$ cat config.mk
export PLATFORM = sky130hd
export DESIGN_NAME = done_gated_reset_counter
export DESIGN_NICKNAME = d
export VERILOG_FILES = /design/src/rtl/done_gated_reset_counter_pkg.sv /design/src/rtl/done_gated_reset_counter_reset_delay_chain.sv /design/src/rtl/done_gated_reset_counter.sv
export SDC_FILE = /design/constraint.sdc
export NUM_CORES = 1
export LEC_CHECK = 0
export CAP_MARGIN = 15
export CORE_ASPECT_RATIO = 0.6
export CORE_UTILIZATION = 25
export CTS_CLUSTER_SIZE = 25
export DETAILED_ROUTE_END_ITERATION = 16
export PLACE_DENSITY = 0.47
export SETUP_SLACK_MARGIN = 0.05
export SYNTH_ARGS = -nofsm -noshare
export SYNTH_HDL_FRONTEND = slang
export SYNTH_SLANG_ARGS = --single-unit
$ cat constraint.sdc
create_clock -name clk_i -period 4.54 [get_ports clk_i]
set_input_delay 0.681 -clock clk_i [delete_from_list [all_inputs] [get_ports clk_i]]
set_output_delay 0.681 -clock clk_i [all_outputs]
set_load 0.05 [all_outputs]
$ cat src/rtl/done_gated_reset_counter_pkg.sv
// ----------------------------------------------------------------------------
// done_gated_reset_counter_pkg
//   Shared constants for the done-gated reset / cycle counter block.
//   Defaults and legal ranges for the top-level parameters live here so that
//   integration code can reference the same values the block uses.
// ----------------------------------------------------------------------------
package done_gated_reset_counter_pkg;

   localparam int unsigned num_stages_default_c = 3;
   localparam int unsigned width_default_c      = 32;

   localparam int unsigned num_stages_max_c     = 16;
   localparam int unsigned width_min_c          = 1;
   localparam int unsigned width_max_c          = 64;

endpackage

$ cat src/rtl/done_gated_reset_counter_reset_delay_chain.sv
// ----------------------------------------------------------------------------
// reset_delay_chain
//   Parameterised flop chain of width_p bits and num_stages_p stages.
//   An asynchronous active-high reset_i presets every stage to preset_p.
//   With num_stages_p = 0 the chain is a plain wire from data_i to data_o,
//   and neither clk_i nor reset_i has any effect.
//
// Ports:
//   clk_i    in   1        clock, rising edge
//   reset_i  in   1        asynchronous preset, active-high
//   data_i   in   width_p  chain input
//   data_o   out  width_p  chain output (data_i delayed num_stages_p cycles)
// ----------------------------------------------------------------------------
module reset_delay_chain #(
   parameter int unsigned          width_p      = 1,
   parameter int unsigned          num_stages_p = 3,
   parameter logic [width_p-1:0]   preset_p     = '1
) (
   input  logic               clk_i,
   input  logic               reset_i,
   input  logic [width_p-1:0] data_i,
   output logic [width_p-1:0] data_o
);

   if (num_stages_p == 0) begin : g_wire
      logic unused_clk_rst;

      assign unused_clk_rst = clk_i ^ reset_i;
      assign data_o         = data_i;
   end else begin : g_chain
      logic [width_p-1:0] stage_r [num_stages_p];

      always_ff @(posedge clk_i or posedge reset_i) begin
         if (reset_i) begin
            for (int k = 0; k < int'(num_stages_p); k++) begin
               stage_r[k] <= preset_p;
            end
         end else begin
            stage_r[0] <= data_i;
            for (int k = 1; k < int'(num_stages_p); k++) begin
               stage_r[k] <= stage_r[k-1];
            end
         end
      end

      assign data_o = stage_r[num_stages_p-1];
   end

endmodule

$ cat src/rtl/done_gated_reset_counter.sv
// ----------------------------------------------------------------------------
// done_gated_reset_counter
//   Turns a level "initialisation done" indication into a delayed,
//   active-high downstream reset, and provides a free-running cycle counter
//   that is held at zero while that downstream reset is high.
//
// Ports:
//   clk_i    in   1        the only clock, rising edge
//   reset_i  in   1        asynchronous reset, active-high
//   done_i   in   1        upstream initialisation complete (level)
//   reset_o  out  1        ~done_i delayed by num_stages_p cycles
//   ctr_o    out  width_p  cycles since reset_o was last sampled high
//
// Parameters:
//   num_stages_p  0..16  depth of the done-to-reset delay chain
//   width_p       1..64  counter width
// ----------------------------------------------------------------------------
module done_gated_reset_counter
   import done_gated_reset_counter_pkg::*;
#(
   parameter int unsigned num_stages_p = num_stages_default_c,
   parameter int unsigned width_p      = width_default_c
) (
   input  logic               clk_i,
   input  logic               reset_i,
   input  logic               done_i,
   output logic               reset_o,
   output logic [width_p-1:0] ctr_o
);

   logic               reset_dly;
   logic [width_p-1:0] ctr_r;

   // Stages preset to 1 so the downstream reset asserts the moment reset_i
   // does, without waiting for a clock edge.
   reset_delay_chain #(
      .width_p      (1),
      .num_stages_p (num_stages_p),
      .preset_p     (1'b1)
   ) u_reset_delay_chain (
      .clk_i   (clk_i),
      .reset_i (reset_i),
      .data_i  (~done_i),
      .data_o  (reset_dly)
   );

   // The counter looks at the pre-edge reset_o, so the edge on which
   // reset_o falls still loads zero and counting starts one edge later.
   // Wrap at all-ones is silent.
   always_ff @(posedge clk_i or posedge reset_i) begin
      if (reset_i) begin
         ctr_r <= '0;
      end else if (reset_dly) begin
         ctr_r <= '0;
      end else begin
         ctr_r <= ctr_r + width_p'(1);
      end
   end

   assign reset_o = reset_dly;
   assign ctr_o   = ctr_r;

endmodule

==> Word-level counts from Yosys, hierarchy flattened <==
Cells that the tools add are included.
{ "totals": {"in_bits": 3, "output_inout_bits": 33, "register_bits": 35, "word_cells": 7} }
{ "classes": {"mux": 1, "addsub": 1, "bitwise": 1} }
{ "ops": {"columns": ["operator", "n"], "rows": [
  ["32-bit by 1-bit adder with 32-bit output (second input constant)", 1],
  ["32-bit two-way mux", 1],
  ["1-bit NOT", 1]
]} }

==> Longest topological paths before layout <==
Gate-level depths: netlist (run 1).
{ "logic_depth": {"ltp_word": 2, "depth_mapped": 6, "ltp_nobuf": 5} }

==> Modules after synthesis <==
From an unflattened synthesis (run 1), not the netlist that was laid out.
{ "unflattened": {"cells_unflattened": 171, "area_unflattened_um2": 1697.9} }
{ "modules_own_cells": {"columns": ["module", "area_each_um2", "n_inst", "cells_each", "seq_area_each_um2"], "rows": [
  ["done_gated_reset_counter", 1615.3, 1, 167, 800.8],
  ["reset_delay_chain", 82.6, 1, 4, 78.8]
]} }

==> Worst setup path after synthesis (run 1) <==
Ideal clock, no wire load.
{ "synth_path": {"kind": "reg-to-reg", "startpoint": "reg ctr_r[0], in the netlist ctr_o[0]", "endpoint": "reg ctr_r[26], in the netlist ctr_o[26]", "path_buffers": 1, "required_ns": 4.462, "setup_slack_ns": 2.068, "path_stages_with_launch": 7, "arrival_time_ns": 2.394, "synth_period_minus_slack_ns": 2.472, "setup_time_ns": 0.078, "cell_sequence": "dfrtp_1 -> ha_1 -> nand4_4 -> or4_1 -> buf_2 -> or4_1 -> a21oi_1"} }
{ "synth_via": {"elab_chain_cells": 2} }
{ "synth_lines": {"columns": ["element", "line_no", "text"], "rows": [
  ["start: declaration", "done_gated_reset_counter.sv:32", "logic [width_p-1:0] ctr_r;"],
  ["start signal: assignment", "done_gated_reset_counter.sv:56", "ctr_r <= ctr_r + width_p'(1);"],
  ["32-bit by 1-bit adder with 32-bit output", "done_gated_reset_counter.sv:56", null],
  ["32-bit two-way mux", "done_gated_reset_counter.sv:53", "end else if (reset_dly) begin"]
]} }
Every way passes these cells.

==> Worst setup path after layout (run 1) <==
{ "layout_path": {"startpoint": "reg u_reset_delay_chain.g_chain.stage_r (netlist bit u_reset_delay_chain.data_o)", "endpoint": "out reset_o"} }
{ "layout_lines": {"columns": ["element", "line_no", "text"], "rows": [
  ["start: declaration", "done_gated_reset_counter_reset_delay_chain.sv:31", "logic [width_p-1:0] stage_r [num_stages_p];"],
  ["start signal: indexed assignment", "done_gated_reset_counter_reset_delay_chain.sv:36", "stage_r[k] <= preset_p;"],
  ["start signal: indexed assignment", "done_gated_reset_counter_reset_delay_chain.sv:41", "stage_r[k] <= stage_r[k-1];"],
  ["end: declaration", "done_gated_reset_counter.sv:27", "output logic reset_o,"]
]} }
No word-level cell between the ends.

==> results of run 1 <==
-- cell families (layout without fill, tap and decap cells) --
| group | after synthesis | count (layout) |
|---|---|---|
| flip-flops | 35 | 35 |
| buffers and inverters | 17 | 52 |
| AO/OA/AOI/OAI | 38 | 38 |
| adder cells (fa/ha/maj) | 1 | 1 |
| XOR/XNOR | 11 | 11 |
| AND/OR/NAND/NOR | 77 | 77 |
-- how the worst min path moves through the flow --
stage / startpoint / to / slack (ps) / depth (start not counted)
5_1_grt: u_reset_delay_chain.g_chain.stage_r[1] / u_reset_delay_chain.data_o / 360 / 0
3_5_place_dp: u_reset_delay_chain.g_chain.stage_r[1] / u_reset_delay_chain.data_o / 350 / 0
6_report: u_reset_delay_chain.g_chain.stage_r[1] / u_reset_delay_chain.data_o / 350 / 0
2_1_floorplan: u_reset_delay_chain.g_chain.stage_r[1] / u_reset_delay_chain.data_o / 350 / 0
3_3_place_gp: u_reset_delay_chain.g_chain.stage_r[1] / u_reset_delay_chain.data_o / 350 / 0
4_1_cts: u_reset_delay_chain.g_chain.stage_r[1] / u_reset_delay_chain.data_o / 350 / 0
-- layer usage --
| metal | wire, um | share of wire | vias to the layer above |
|---|---|---|---|
| met5 | 0 | 0 | - |
| met4 | 33 | 0.0080 | 0 |
| met3 | 182 | 0.044 | 5 |
| met2 | 1640 | 0.40 | 25 |
| met1 | 2270 | 0.55 | 679 |
| li1 | - | - | 733 |
-- power breakdown --
group          internal, uW  switching (uW)
clock                   217             126
sequential              317            8.57
combinational          8.61            18.6
total                   543             154
-- flip-flops by register name, summed over array words and instances (netlist names) --
| register | count |
|---|---|
| u_reset_delay_chain.data_o | 1 |
| ctr_o | 32 |
| u_reset_delay_chain.g_chain.stage_r | 2 |
-- metrics by stage --
step                      total power, uW  utilization  instance area [um2]  cells
after floorplan                       346            -                 1730    179
after global placement                359        0.323                 2160    293
after detailed placement              359        0.323                 2160    293
after CTS                             709        0.345                 2310    301
after global routing                  725        0.345                 2310    301
final                                 697        0.345                 2310    301
-- final cells by class --
class	count	area (um2)
fillers	690	4370
flip-flops and latches	35	880
multi-input cells	127	782
repair buffers	36	358
clock buffers	7	143
well taps	87	109
inverters	8	30.0
clock inverters	1	5.00
-- placed cells by master, fill, tap and decap left out, drive strengths merged --
cell type / n
clkdlybuf4s50: 35
dfrtp: 32
a21oi: 19
nor2: 15
or4: 12
nand2: 11
nand3: 11
o31ai: 9
inv: 8
xnor2: 8
or3: 8
nand4: 8
o21ai: 8
clkbuf: 7
and4: 4
nor3: 4
xor2: 3
nor4: 3
dfstp: 3
a31o: 1
a21o: 1
nor2b: 1
ha: 1
clkinv: 1
buf: 1
==> key figures, run 1 <==
STA
  • Slew HR: 0.567
  • Final count of hold timing violations: 0
  • Final setup TNS: 0 ps
  • Setup WS post-layout: approximately 1700 ps
  • Maximum clock frequency: ~350 MHz
  • Final Critical Period: ~2800 ps
  • WHS: around 350 ps
  • Skew final: roughly 7.2 ps
  • Final setup violation count: 0
  • Worst Tran Pin Value: roughly 650 ps
  • Final Max Slew Viols: 0
  • RSZ-0062 raised after global routing: no
  • Final worst path period share: 0.628

Synthesis
  • Synth area leader: dfrtp_1
  • Synth Area in Adders: 0.00722
  • Xor/xnor share of the synthesized area: 0.0556
  • Synth Flop Type: dfrtp_1
  • FF+latch count, synth: 35
  • Mux contribution to synthesized area: 0
  • Post-Synthesis Cells: about 180
  • Largest family of logic cells by synthesized area: simple AND/OR/NAND/NOR gates
  • Synth cell types: 27
  • Syn_nets: ~180
  • Async SR Flop Fraction: 1.00
  • Syn Area/Cell: ~9.7 um2
  • Top-count cell post-synth: dfrtp_1
  • Top cell type's share of synthesized area: 0.462
  • Synth warn: 0
  • Sequential fraction of the synthesis area: 0.507
  • Largest cells by area after synthesis: dfrtp_1, a21oi_1, or4_1
  • Simple-Gate Fraction of Synth Area: 0.262
  • Mapped cell area: 0.00173 mm2
  • Most frequent cells after synthesis: dfrtp_1, a21oi_1, nor2_1
  • Synth Area in Compound Gates: 0.126
  • Number of synthesized flops with an enable pin: 0

Clock tree
  • CTS Buf Count: 5
  • Later-pin clock latency in the skew report: about 280 ps
  • Post-CTS sizing: 0
  • CTS tree: yes
  • Clock Tree Buf Depth: 2
  • CTS Hold Bufs: 0
  • Clock sinks: 35
  • Setup Buffers After CTS: 0
  • Clock Pin Slew Worst Setup and Hold Paths: roughly 50 ps
  • H-tree depth: 2
  • Clock Tree Root: clkbuf_16

Status
  • Status: completed

Power
  • Leak: approximately 0.00084 uW
  • PD cells: between 300 and 400 mW/mm2
  • Maximum VDD drop: 124 uV

Critical path
  • Worst reg2reg path depth: 5
  • Cell count along the critical path: 1
  • Slowest stage delay, CP: about 950 ps
  • CP delay by family, top: flip-flops
  • WP buf/inv: 1
  • CP Launch Point: u_reset_delay_chain.data_o
  • Launching point of the worst reg2reg path: ctr_o[0]
  • CP max stage cell: dfstp_2
  • CP Capture Point: reset_o
  • Data arrival, critical path: 2170 ps
  • Setup Crit Path Kind: flip-flop to output port
  • Setup crit end kind: output port
  • CP max FO: 33
  • Worst EP required: between 3000 and 4000 ps
  • Critical Path Source Type: flip-flop
  • Cell Chain, Critical Path: clkdlybuf4s50_1
  • Worst r2r dst: ctr_o[30]
  • Flop2flop setup slack: between 2000 and 2500 ps

Layout
  • Number of inserted diodes: 0
  • Post-layout net count: approximately 220
  • Area Growth Syn to Fin: 33.0%
  • Share of cells above drive strength 1: 0.0701

GRT
  • First-pass GRT wire length: between 6000 and 7000 um
  • Vias in the first global route: around 1300
  • Met3 usage: 0.0401
  • M1 GR Usage: 0.186
  • GRT busiest layer: met1
  • Met2 GRT Util: 0.172
  • Largest net degree at the start of global routing: 36
  • Grt total ovfl: 0
  • GRT Total Usage: 0.126
  • Antenna violations before repair: 0

Detailed routing
  • DR iter-0 viols: 87
  • Via count: approximately 1400
  • ANT nets after route: 0
  • Final WL: 4130 um
  • Avg WL per Cell: ~14 um
  • Drt drc: 0
  • Number of iterations in the first detailed-routing pass: 4
  • Via density: about 4.8

Floorplanning
  • Die width: 110 um
  • Ports: 36
  • Full die area: about 0.0073 mm2
  • Core area: ~0.0067 mm2
  • Row Count: 23
  • Starting Density: 0.260
  • Die height: between 60 and 70 um

Run
  • Maxcap violations: 0

Placed design
  • Placer Congestion: slightly below 0.7
  • IO Port Bufs: 35
  • Final HPWL DP: 2730 um
  • Pre-CTS setup slack: just under 2000 ps

Min path
  • Worst Hold Class: flip-flop to flip-flop
(Power assumes the default switching activity.)
==> run 2: changes to the inputs <==
==> constraint.sdc (replaced) <==
create_clock -name clk_i -period 2.69 [get_ports clk_i]
set_input_delay 0.4035 -clock clk_i [delete_from_list [all_inputs] [get_ports clk_i]]
set_output_delay 0.4035 -clock clk_i [all_outputs]
set_load 0.05 [all_outputs]
==> run 2 against run 1 <==
Count of clock-buffer cells in the layout up 1. Total power up 64%. First-iteration DRC count down 40%. Via count up 1.8%. Combinational power up 100%. Non-clock buffer count up 3. Final cell count up 1.0%. Clock power up 60%. Sequential share of layout area down 0.19 points. Sequential cell count unchanged. Wire length up 4.1%. Global-route usage up 0.91 points. Critical path type is now flip-flop to flip-flop. Largest cell class unchanged.
==> key figures, run 2 (synthesized netlist as in run 1, its figures left out) <==
STA
  • Final setup violation count: 0
  • Maximum clock frequency: about 440 MHz
  • RSZ-0062 raised after global routing: no
  • Skew final: between 5 and 6 ps
  • Worst Tran Pin Value: about 500 ps
  • Final worst path period share: 0.842
  • Final Critical Period: between 2000 and 2500 ps
  • Final count of hold timing violations: 0
  • Final Max Slew Viols: 0
  • Slew HR: 0.664
  • Final setup TNS: 0 ps

Clock tree
  • Post-CTS sizing: 0
  • Later-pin clock latency in the skew report: 270 ps
  • CTS Buf Count: 5
  • Clock Pin Slew Worst Setup and Hold Paths: roughly 50 ps
  • Setup Buffers After CTS: 0
  • Clock sinks: 35
  • Clock Tree Root: clkbuf_16
  • CTS Hold Bufs: 0
  • H-tree depth: 2
  • CTS tree: yes
  • Clock Tree Buf Depth: 2

Detailed routing
  • ANT nets after route: 0
  • Final WL: approximately 4300 um
  • DR iter-0 viols: between 50 and 60
  • Number of iterations in the first detailed-routing pass: 4
  • Avg WL per Cell: about 14 um
  • Drt drc: 0
  • Via density: a little under 5
  • Via count: 1468

GRT
  • Vias in the first global route: roughly 1400
  • Grt total ovfl: 0
  • First-pass GRT wire length: about 7200 um
  • Largest net degree at the start of global routing: 36
  • Antenna violations before repair: 0
  • GRT Total Usage: 0.135

Min path
  • Hold EP: u_reset_delay_chain.data_o
  • Worst Hold Class: flip-flop to flip-flop
  • Hold_sp: u_reset_delay_chain.g_chain.stage_r[1]
  • WHS Path Cells: 0

Power
  • PD cells: a little under 500 mW/mm2
  • Leak: around 0.00084 uW
  • Power Internal: 894 uW
  • Maximum VDD drop: around 230 uV
  • Reg power frac: 0.473
  • Psw: roughly 250 uW
  • Clock power share: 0.480
  • Sw frac: 0.219
  • Comb power frac: 0.048

Layout
  • Post-layout net count: 220
  • Most frequent cells in the layout: clkdlybuf4s50_1, dfrtp_1, a21oi_1
  • Fillers: approximately 720
  • Area Growth Syn to Fin: 33.6%
  • Max reg flops: 32
  • Final core utilization: 0.347
  • Most common cell after layout, fill and taps aside: clkdlybuf4s50_1
  • Share of cells above drive strength 1: 0.0737
  • Number of inserted diodes: 0

Critical path
  • Flop2flop setup slack: 430 ps
  • Setup crit end kind: flip-flop
  • Worst r2r dst: ctr_o[30]
  • Worst reg2reg path depth: 5
  • Launching point of the worst reg2reg path: ctr_o[0]
  • CP max FO: 8
  • Worst EP required: about 2900 ps
  • Critical Path Source Type: flip-flop
  • Setup Crit Path Kind: flip-flop to flip-flop
  • Data arrival, critical path: around 2500 ps

Run
  • Maxcap violations: 0

Floorplanning
  • Full die area: between 0.007 and 0.008 mm2
  • Core area: around 0.0067 mm2
  • Row Count: 23
  • Die width: roughly 110 um
  • Die height: around 67 um
  • Ports: 36
  • Starting Density: 0.260

Placed design
  • Placer Congestion: around 0.75
  • IO Port Bufs: 35
  • Final HPWL DP: ~2700 um

Status
  • Status: completed
## run 2: cell types whose count changed in the layout (fill, tap and decap cells not counted)
cell / delta
clkinv_2: -1
clkbuf_1: +2
clkbuf_8: -1
buf_4: +3
## run 2: worst max-delay path, stage by stage (launching register included)
cell and delay, ps:
dfrtp_1 400, ha_1 280, nand4_4 180, or4_1 640
or4_1 540, a21oi_1 150
## run 2: worst max-delay path by stage
| stage | startpoint | to | cells after the start |
|---|---|---|---|
| 2_1_floorplan | ctr_o[0] | ctr_o[26] | 6 |
| 3_3_place_gp | ctr_o[0] | ctr_o[26] | 5 |
| 3_5_place_dp | ctr_o[0] | ctr_o[28] | 5 |
| 4_1_cts | ctr_o[0] | ctr_o[30] | 5 |
| 5_1_grt | ctr_o[0] | ctr_o[30] | 5 |
| 6_report | ctr_o[0] | ctr_o[30] | 5 |
## run 2: power by group through the flow
stage          clock [uW]  combinational, uW  sequential [uW]
6_report              549               54.9              541
5_1_grt               594               60.5              542
4_1_cts               572               56.8              541
3_5_place_dp            0               56.7              550
3_3_place_gp            0               57.9              550
2_1_floorplan           0               19.2              566
## run 2: metrics by stage
step                cells  hold WS [ps]  worst slack (ps)  total power (uW)  instance area [um2]
floorplan             179           345               218               585                 1730
global placement      296           346               477               608                 2180
detailed placement    296           347               418               607                 2180
CTS                   304           354               400              1170                 2320
global route          304           358               252              1200                 2320
finish                304           354               426              1150                 2320
## run 2: routing by layer
metal,vias up,global-route usage,share of wire
li1,736,-,-
met1,697,0.199,0.53
met2,33,0.184,0.40
met3,2,0.0411,0.059
met4,0,0.0450,0.0051
met5,-,0,0
## run 2: final cells by class
class / instances / area (um2) / share of cell area
Clock buffer: 8 / 136 / 0.0589
Sequential cell: 35 / 880 / 0.380
Multi-Input combinational cell: 127 / 782 / 0.337
Tap cell: 87 / 109 / 0.0470
Timing Repair Buffer: 39 / 380 / 0.164
Inverter: 8 / 30.0 / 0.0130
==> run 3: changes to the inputs <==
--- a/config.mk
+++ b/config.mk
@@ -10,7 +10,7 @@
 export CORE_UTILIZATION = 25
 export CTS_CLUSTER_SIZE = 25
 export DETAILED_ROUTE_END_ITERATION = 16
-export PLACE_DENSITY = 0.47
+export PLACE_DENSITY = 0.48
 export SETUP_SLACK_MARGIN = 0.05
 export SYNTH_ARGS = -nofsm -noshare
 export SYNTH_HDL_FRONTEND = slang
==> constraint.sdc (replaced) <==
create_clock -name clk_i -period 2.07 [get_ports clk_i]
set_input_delay 0.3105 -clock clk_i [delete_from_list [all_inputs] [get_ports clk_i]]
set_output_delay 0.3105 -clock clk_i [all_outputs]
set_load 0.05 [all_outputs]
==> run 3 against run 2 <==
Non-clock buffer count increased by 8. Core utilization increased by 1.7 points. Total power increased by 31%. Global-route usage decreased by 0.23 points. Combinational power increased by 31%. Maximum frequency increased by 16%. Worst hold slack about the same. Clock skew decreased by 1.7 ps. Die area unchanged. Critical endpoint is now ctr_o[29]. Largest cell class unchanged. Largest power group unchanged.
==> key figures, run 3 (synthesized netlist as in run 1, its figures left out) <==
Clock tree
  • Clock Pin Slew Worst Setup and Hold Paths: approximately 50 ps
  • Clock Tree Buf Depth: 2
  • Clock sinks: 35
  • CTS tree: yes
  • H-tree depth: 2
  • CTS Hold Bufs: 0
  • Clock Tree Root: clkbuf_16
  • Later-pin clock latency in the skew report: 280 ps
  • CTS Buf Count: 5

Detailed routing
  • Avg WL per Cell: 13.9 um
  • Number of iterations in the first detailed-routing pass: 4
  • Via density: roughly 4.9
  • Drt drc: 0
  • Final WL: ~4300 um
  • Via count: roughly 1500
  • ANT nets after route: 0
  • DR iter-0 viols: 51

Min path
  • Hold_sp: u_reset_delay_chain.g_chain.stage_r[2]
  • WHS Path Cells: 0
  • Hold EP: u_reset_delay_chain.g_chain.stage_r[1]
  • Worst Hold Class: flip-flop to flip-flop

Placed design
  • Placer Congestion: around 0.77
  • IO Port Bufs: 35
  • Final HPWL DP: 2980 um

Layout
  • Area Growth Syn to Fin: 40.3%
  • Fillers: ~690
  • Number of inserted diodes: 0
  • Max reg flops: 32
  • Footprint of the multi-input gates: 802 um2
  • Most common cell after layout, fill and taps aside: clkdlybuf4s50_1
  • Reg area: around 900 um2
  • Share of cells above drive strength 1: 0.200
  • Post-layout net count: 228
  • Most frequent cells in the layout: clkdlybuf4s50_1, a21oi_1, dfrtp_2, dfrtp_1, nor2_1

Power
  • PD cells: around 620 mW/mm2
  • Maximum VDD drop: about 280 uV
  • Leak: 0.000869 uW

STA
  • Final Critical Period: slightly below 2000 ps
  • Worst Tran Pin Value: a little over 500 ps
  • Final setup TNS: 0 ps
  • Slew HR: 0.653
  • Final worst path period share: 0.945
  • Final Max Slew Viols: 0
  • Skew final: around 3.6 ps
  • Final count of hold timing violations: 0
  • Maximum clock frequency: about 510 MHz
  • Final setup violation count: 0
  • WHS: 354 ps
  • RSZ-0062 raised after global routing: no

Critical path
  • Slowest stage delay, CP: 550 ps
  • Data arrival, critical path: roughly 2200 ps
  • Setup crit end kind: flip-flop
  • Setup Crit Path Kind: flip-flop to flip-flop
  • CP max stage cell: or4_4
  • CP Launch Point: ctr_o[15]
  • Flop2flop setup slack: between 100 and 150 ps
  • Launching point of the worst reg2reg path: ctr_o[15]
  • CP max FO: 16
  • Critical Path Source Type: flip-flop
  • Cell Chain, Critical Path: nand4_1 -> or4_4 -> buf_6 -> or4_1 -> a21oi_1
  • Worst reg2reg path depth: 5
  • Worst r2r dst: ctr_o[29]
  • Worst EP required: 2270 ps

Floorplanning
  • Core area: about 0.0067 mm2
  • Die width: between 100 and 150 um
  • Starting Density: 0.260
  • Ports: 36
  • Row Count: 23
  • Full die area: 0.00728 mm2
  • Die height: 66.5 um

GRT
  • Grt total ovfl: 0
  • First-pass GRT wire length: about 7200 um
  • Largest net degree at the start of global routing: 36
  • Vias in the first global route: approximately 1400
  • Antenna violations before repair: 0
  • GRT Total Usage: 0.133

Status
  • Status: completed

Run
  • Maxcap violations: 0
==> run 3: changes by cell type in the layout (fill, tap and decap cells not counted), sizes merged <==
cell / before / now
buf: 4 / 13
clkinv: 0 / 1
clkbuf: 8 / 7
clkdlybuf4s50: 35 / 34
==> run 3: worst max-delay path by stage <==
stage	cells past startpoint	to
final	5	ctr_o[29]
after global routing	5	ctr_o[29]
after floorplan	6	ctr_o[30]
after CTS	5	ctr_o[30]
after detailed placement	5	ctr_o[29]
after global placement	5	ctr_o[24]
==> run 3: routing by layer <==
metal,global-route usage,vias up,share of wire
met5,0,-,0
met4,0.0400,0,0.012
met3,0.0391,7,0.054
met2,0.176,34,0.39
met1,0.201,727,0.55
li1,-,749,-
==> run 3: timing repair <==
action	CTS	global route
buffers inserted	0	2
gates resized for setup	0	3
endpoints found under the setup margin	0	5
==> run 3: through the flow <==
stage / worst slack (ps) / area (um2) / utilization / total power (uW) / cells
after floorplan: -29.7 / 1770 / - / 764 / 179
after global placement: 126 / 2270 / 0.340 / 796 / 302
after detailed placement: 114 / 2270 / 0.340 / 796 / 302
after CTS: 88.3 / 2410 / 0.360 / 1520 / 310
after global routing: 9.57 / 2430 / 0.364 / 1560 / 312
final: 113 / 2430 / 0.364 / 1500 / 312
==> run 3: final cells by class <==
type	count	area share
inverters	8	0.0123
clock buffers	7	0.0545
well taps	87	0.0448
multi-input cells	127	0.330
flip-flops and latches	35	0.370
repair buffers	47	0.187
clock inverters	1	0.00206
==> run 3: power by group <==
group,switching [uW],internal (uW),leakage (uW)
clock,271,444,0.0000679
sequential,14.5,696,0.000450
combinational,47.7,24.0,0.000351
total,333,1160,0.000869
==> run 3: critical path, delay by kind of cell (launching register included) <==
kind                   cells  cell delay [ps]
flip-flops                 1              390
buffers and inverters      1              160
AO/OA/AOI/OAI              1              150
AND/OR/NAND/NOR            3             1180
